$ cat config.mk
export PLATFORM = sky130hd
export DESIGN_NAME = mem_fill_arbiter
export DESIGN_NICKNAME = d
export VERILOG_FILES = /design/src/rtl/mem_arb_pkg.sv /design/src/rtl/mem_fill_arbiter_word_counter.sv /design/src/rtl/mem_fill_arbiter.sv
export SDC_FILE = /design/constraint.sdc
export NUM_CORES = 1
export LEC_CHECK = 0
export ABC_CLOCK_PERIOD_IN_PS = 3500
export CAP_MARGIN = 5
export CORE_MARGIN = 2
export CORE_UTILIZATION = 50
export CTS_BUF_LIST = sky130_fd_sc_hd__clkbuf_2 sky130_fd_sc_hd__clkbuf_4 sky130_fd_sc_hd__clkbuf_8
export DETAILED_ROUTE_END_ITERATION = 16
export DONT_BUFFER_PORTS = 1
export GPL_TIMING_DRIVEN = 0
export PLACE_DENSITY = 0.65
export SYNTH_ARGS = -nofsm -noshare
export SYNTH_HDL_FRONTEND = slang
export SYNTH_SLANG_ARGS = --single-unit
$ cat constraint.sdc
create_clock -name clk -period 3.5 [get_ports clk]
set_input_delay 0.7 -clock clk [delete_from_list [all_inputs] [get_ports clk]]
set_output_delay 0.7 -clock clk [all_outputs]
set_load 0.1 [all_outputs]
$ cat src/rtl/mem_arb_pkg.sv
`default_nettype none
// ============================================================================
// Module      : mem_arb_pkg
// Description : Shared types and constants for the memory fill arbiter.
// Revision    : 1.0 - initial release
// ============================================================================
package mem_arb_pkg;

    typedef enum logic [1:0] {
        IDLE   = 2'd0,
        FILL_I = 2'd1,
        FILL_D = 2'd2,
        WRITE  = 2'd3
    } arb_state_t;

    localparam int          WORDS       = 8;
    localparam logic [15:0] BLOCK_MASK  = 16'hFFF0;
    localparam int          WORD_STRIDE = 2;

endpackage
`default_nettype wire

$ cat src/rtl/mem_fill_arbiter_word_counter.sv
`default_nettype none
// ============================================================================
// Module      : word_counter
// Description : Up-counter with clear/enable and a sticky terminal flag.
// Revision    : 1.0 - initial release
// ============================================================================
module word_counter #(
    parameter int WIDTH = 3
) (
    input  logic             clk,
    input  logic             rst_n,
    input  logic             clr,
    input  logic             en,
    output logic [WIDTH-1:0] count,
    output logic             full
);

    logic [WIDTH-1:0] r_count;
    logic             r_full;

    // full stays set after the count wraps past all-ones, so 2**WIDTH
    // events are distinguishable from zero events.
    always_ff @(posedge clk or negedge rst_n) begin
        if (!rst_n) begin
            r_count <= '0;
            r_full  <= 1'b0;
        end else if (clr) begin
            r_count <= '0;
            r_full  <= 1'b0;
        end else if (en) begin
            r_count <= r_count + WIDTH'(1);
            if (r_count == '1) begin
                r_full <= 1'b1;
            end
        end
    end

    assign count = r_count;
    assign full  = r_full;

endmodule
`default_nettype wire

$ cat src/rtl/mem_fill_arbiter.sv
`default_nettype none
// ============================================================================
// Module      : mem_fill_arbiter
// Description : Arbitrates I-fills, D-fills and D write-throughs onto one
//               pipelined memory port and streams fill words back.
// Revision    : 1.0 - initial release
// ============================================================================
module mem_fill_arbiter #(
    parameter int MEM_LAT = 4,
    parameter int WORDS   = 8,
    parameter int AW      = 16
) (
    input  logic          clk,
    input  logic          rst_n,
    input  logic          i_req,
    input  logic [AW-1:0] i_addr,
    input  logic          d_req,
    input  logic [AW-1:0] d_addr,
    input  logic          d_wr,
    input  logic [AW-1:0] d_wdata,
    output logic [AW-1:0] mem_addr,
    output logic          mem_enable,
    output logic          mem_wr,
    output logic [AW-1:0] mem_data_in,
    input  logic [AW-1:0] mem_data_out,
    input  logic          mem_data_valid,
    output logic [AW-1:0] fill_data,
    output logic [2:0]    fill_word,
    output logic          fill_we_i,
    output logic          fill_we_d,
    output logic          i_done,
    output logic          d_done,
    output logic          wr_done,
    output logic          i_busy,
    output logic          d_busy
);

    import mem_arb_pkg::*;

    localparam int CW = $clog2(WORDS);
    localparam int OW = $clog2(WORDS + 1);

    if (MEM_LAT < 1) begin : g_lat_check
        $error("mem_fill_arbiter: MEM_LAT must be at least 1");
    end

    arb_state_t    r_state;
    arb_state_t    w_next;
    logic [AW-1:0] r_base;
    logic [OW-1:0] r_outstanding;
    logic [CW-1:0] w_issue_cnt;
    logic [CW-1:0] w_ret_cnt;
    logic          w_issue_full;
    logic          w_ret_full;
    logic          w_in_fill;
    logic          w_issue;
    logic          w_accept;
    logic          w_done;
    logic          w_cnt_clr;
    logic          w_enter_fill;

    assign w_in_fill    = (r_state == FILL_I) || (r_state == FILL_D);
    assign w_issue      = w_in_fill && !w_issue_full;
    // A valid with nothing outstanding is stray or from before a reset.
    assign w_accept     = w_in_fill && mem_data_valid && (r_outstanding != '0);
    assign w_done       = w_in_fill && w_ret_full;
    assign w_cnt_clr    = !w_in_fill || w_done;
    assign w_enter_fill = w_cnt_clr && ((w_next == FILL_I) || (w_next == FILL_D));

    word_counter #(.WIDTH(CW)) u_issue_cnt (
        .clk   (clk),
        .rst_n (rst_n),
        .clr   (w_cnt_clr),
        .en    (w_issue),
        .count (w_issue_cnt),
        .full  (w_issue_full)
    );

    word_counter #(.WIDTH(CW)) u_ret_cnt (
        .clk   (clk),
        .rst_n (rst_n),
        .clr   (w_cnt_clr),
        .en    (w_accept),
        .count (w_ret_cnt),
        .full  (w_ret_full)
    );

    always_ff @(posedge clk or negedge rst_n) begin
        if (!rst_n) begin
            r_state       <= IDLE;
            r_base        <= '0;
            r_outstanding <= '0;
        end else begin
            r_state <= w_next;
            if (w_enter_fill) begin
                r_base <= ((w_next == FILL_I) ? i_addr : d_addr) & AW'(BLOCK_MASK);
            end
            if (w_cnt_clr) begin
                r_outstanding <= '0;
            end else begin
                r_outstanding <= r_outstanding + OW'(w_issue) - OW'(w_accept);
            end
        end
    end

    // The done cycle re-arbitrates directly, skipping the requester that is
    // just finishing since it still holds its request during this cycle.
    always_comb begin
        w_next      = r_state;
        mem_enable  = 1'b0;
        mem_wr      = 1'b0;
        mem_addr    = '0;
        mem_data_in = '0;
        fill_data   = '0;
        fill_word   = '0;
        fill_we_i   = 1'b0;
        fill_we_d   = 1'b0;
        i_done      = 1'b0;
        d_done      = 1'b0;
        wr_done     = 1'b0;
        i_busy      = (r_state == FILL_I);
        d_busy      = (r_state == FILL_D) || (r_state == WRITE);

        unique case (r_state)
            IDLE: begin
                if (i_req)      w_next = FILL_I;
                else if (d_req) w_next = FILL_D;
                else if (d_wr)  w_next = WRITE;
            end
            FILL_I: begin
                if (w_done) begin
                    if (d_req)     w_next = FILL_D;
                    else if (d_wr) w_next = WRITE;
                    else           w_next = IDLE;
                end
            end
            FILL_D: begin
                if (w_done) begin
                    if (i_req)     w_next = FILL_I;
                    else if (d_wr) w_next = WRITE;
                    else           w_next = IDLE;
                end
            end
            WRITE: begin
                w_next = IDLE;
            end
        endcase

        if (w_issue) begin
            mem_enable = 1'b1;
            mem_addr   = r_base + AW'(w_issue_cnt) * AW'(WORD_STRIDE);
        end else if (r_state == WRITE) begin
            mem_enable  = 1'b1;
            mem_wr      = 1'b1;
            mem_addr    = d_addr;
            mem_data_in = d_wdata;
            wr_done     = 1'b1;
        end

        if (w_accept) begin
            fill_data = mem_data_out;
            fill_word = 3'(w_ret_cnt);
            fill_we_i = (r_state == FILL_I);
            fill_we_d = (r_state == FILL_D);
        end

        i_done = w_done && (r_state == FILL_I);
        d_done = w_done && (r_state == FILL_D);
    end

endmodule
`default_nettype wire

==> metrics.md <==
| Metric | Value |
|---|---|
| Final Hold Fails | `0` |
| Fin. max-slew vios | `0` |
| Slew HR | `22.1%` |
| Critical path endpoint category | `primary output` |
| Clock-pin slew on the worst setup and hold paths | `0.10 ns` |
| GR Util All Layers | `20.7%` |
| Critical Path AT | `2.69 ns` |
| Filler instances | `345` |
| Reg2Reg Depth | `9` |
| Final Skew | `0.00805 ns` |
| Core Region | `3940 sq um` |
| Final Setup Violations | `0` |
| First-pass GRT wire length | `~7000 microns` |
| RSZ-0062 raised after global routing | `no` |
| Die Ht | `67.4 microns` |
| Drt first pass iters | `6` |
| Vias in the first global route | `1,566` |
| Worst skew pair latency | `0.28 ns` |
| GRT overflow | `0` |
| TritonCTS buffer count | `3` |
| Status | `complete, no violations` |
| Startpoint Class | `flop` |
| Synth top cells by count | `26 x dfrtp_1, 26 x o21ai_0, 21 x and3_1, 18 x and2_1, 15 x mux2i_1` |
| Slew @ Worst Pin | `1.17 ns` |
| R2r setup slk | `0.35 ns` |
| Avg Vias per Cell | `roughly 6.3` |
| Synth cell types | `45` |
| Cell Area, Synth | `2010 sq um` |
| FF/Latch Area | `around 650 sq um` |
| Post-route minimum period | `3.39 ns` |
| Largest cells by area after synthesis | `dfrtp_1 32%, ha_1 8.7%, mux2i_1 7.5%, and3_1 6.5%, o21ai_0 6.5%` |
| #FFs+latches synth | `26` |
| Number of I/O port buffers | `0` |
| Largest net degree at the start of global routing | `27` |
| Yosys top cell by area | `dfrtp_1` |
| Final instance area | `around 2100 sq um` |
| CTS max path bufs | `2` |
| Sequential fraction of the synthesis area | `32.4%` |
| TNS Setup | `0 ns` |
| Area grow syn2layout | `6.78%` |
| Worst Path Max Fanout | `7` |
| Via count | `1,670` |
| Ys flop type | `dfrtp_1` |
| Antenna diodes | `0` |
| Yosys top cell area share | `between 30% and 40%` |
| Post-CTS setup buffers | `0` |
| IO Count | `130` |
| Final WL | `4730 microns` |
| Reg2Reg Launch Point | `r_state[1]` |
| Synth Net Count | `297` |
| WL per Instance | `17.8 microns` |
| Fin nets | `302` |
| Clock Sinks | `26` |
| Antenna violations before repair | `0` |
| Required @ worst endpoint | `around 2.8 ns` |
| Initial core utilization | `51.0%` |
| Synthesized instance count | `212` |
| HP Class | `input pin to async pin` |
| Setup CP Type | `flop to primary output` |
| Final antenna-violating net count | `0` |
| Reg-to-Reg End | `r_base[13]` |
| Placer Congestion | `about 0.74` |
| DRC errors left | `0` |
| Root Driver | `clkbuf_8` |
| Number of enable flip-flop cells after synthesis | `0` |
| Row cnt | `23` |
| Htree depth | `1` |
| Initial DRC count | `55` |
| Dpl cell area | `2070 sq um` |
| Die Wd | `67.4 microns` |
| Async S/R FF share, synth | `100%` |
| Syn_area_per_cell | `around 9.5 sq um` |
| CTS tree | `done` |
| Final period util | `a little over nine tenths` |
| Die ar. | `4540 sq um` |
| F_max | `0.295 GHz` |
| Layout cells sized above 1 | `17.1%` |
| Max-Cap Viols | `0` |
| Area of the multi-input gates | `1210 sq um` |
| Post-DP HPWL | `3730 microns` |
| YS warnings | `0` |
[layer usage]
metal | wire, microns | global-route usage (%) | vias up
met5 | 0 | 0 | -
met1 | 1840 | 23.3 | 796
met4 | 44 | 7.91 | 0
met2 | 2490 | 38.5 | 105
li1 | - | - | 765
met3 | 356 | 3.50 | 4
[flip-flops by register name (all words and copies together), names as in the netlist]
signal,flops
u_ret_cnt.count,3
u_issue_cnt.full,1
u_issue_cnt.count,3
r_base,12
r_state,2
u_ret_cnt.full,1
r_outstanding,4
[cells in the final DEF, fill, tap and decap left out, drive strengths merged, types with 2 or more instances in the layout]
master and instances:
a21oi 7, a22o 15, and2 21, and3 22, buf 11, clkbuf 8
dfrtp 26, ha 14, inv 10, mux2i 15, nand2 3, nand2b 2
nand3 2, nor2 7, nor2b 4, o211ai 2, o21ai 26, or2 2
or3 2
[what timing repair did]
item | CTS | global route
hold buffers | 0 | 0
setup endpoints to repair | 22 | 0
resized for setup | 1 | 0
[worst max path at each step]
stage               start             end  slack [ns]  cells after the start
6_report       r_state[1]       fill_we_i        0.11                      3
5_1_grt        r_state[1]       fill_we_i        0.03                      3
4_1_cts        r_state[1]       fill_we_i        0.11                      3
3_5_place_dp   r_state[0]  mem_data_in[3]        0.11                      4
3_3_place_gp   r_state[0]     mem_addr[0]        0.12                      4
2_1_floorplan  r_state[0]     mem_addr[0]        0.31                      4
[worst max-delay path, cell delays in order, from the launching register on]
cell and delay, ns:
dfrtp_1 0.44, inv_1 0.09, ha_1 0.94, and3_1 0.95
[per-stage QoR]
stage / setup slack, ns / hold slack (ns) / util (%) / std cells
after floorplan: 0.313 / 0.404 / - / 212
after global placement: 0.124 / 0.405 / 52.6 / 262
after detailed placement: 0.107 / 0.405 / 52.6 / 262
after CTS: 0.111 / 0.100 / 54.5 / 266
after global routing: 0.0293 / 0.0792 / 54.5 / 266
final: 0.111 / 0.103 / 54.5 / 266
[logic make-up after synthesis]
logic type / Yosys count / share of synthesized area (%)
compound gates: 58 / 19.6
xor+xnor: 2 / 0.871
fa+ha+maj: 15 / 9.71
buf+inv: 26 / 7.47
flops: 26 / 32.4
mux: 15 / 7.47
simple gates: 70 / 22.5
[layout make-up]
type / count / share of cell area, %
clock inverter: 1 / 1.40
tap: 50 / 2.91
inverter: 10 / 1.75
clock buffer: 3 / 1.92
multi-input combinational: 160 / 56.5
buffer: 16 / 5.24
sequential: 26 / 30.3
Power is not shown: default switching activity piles up to over one toggle a cycle in this logic, so the estimate is an artifact.
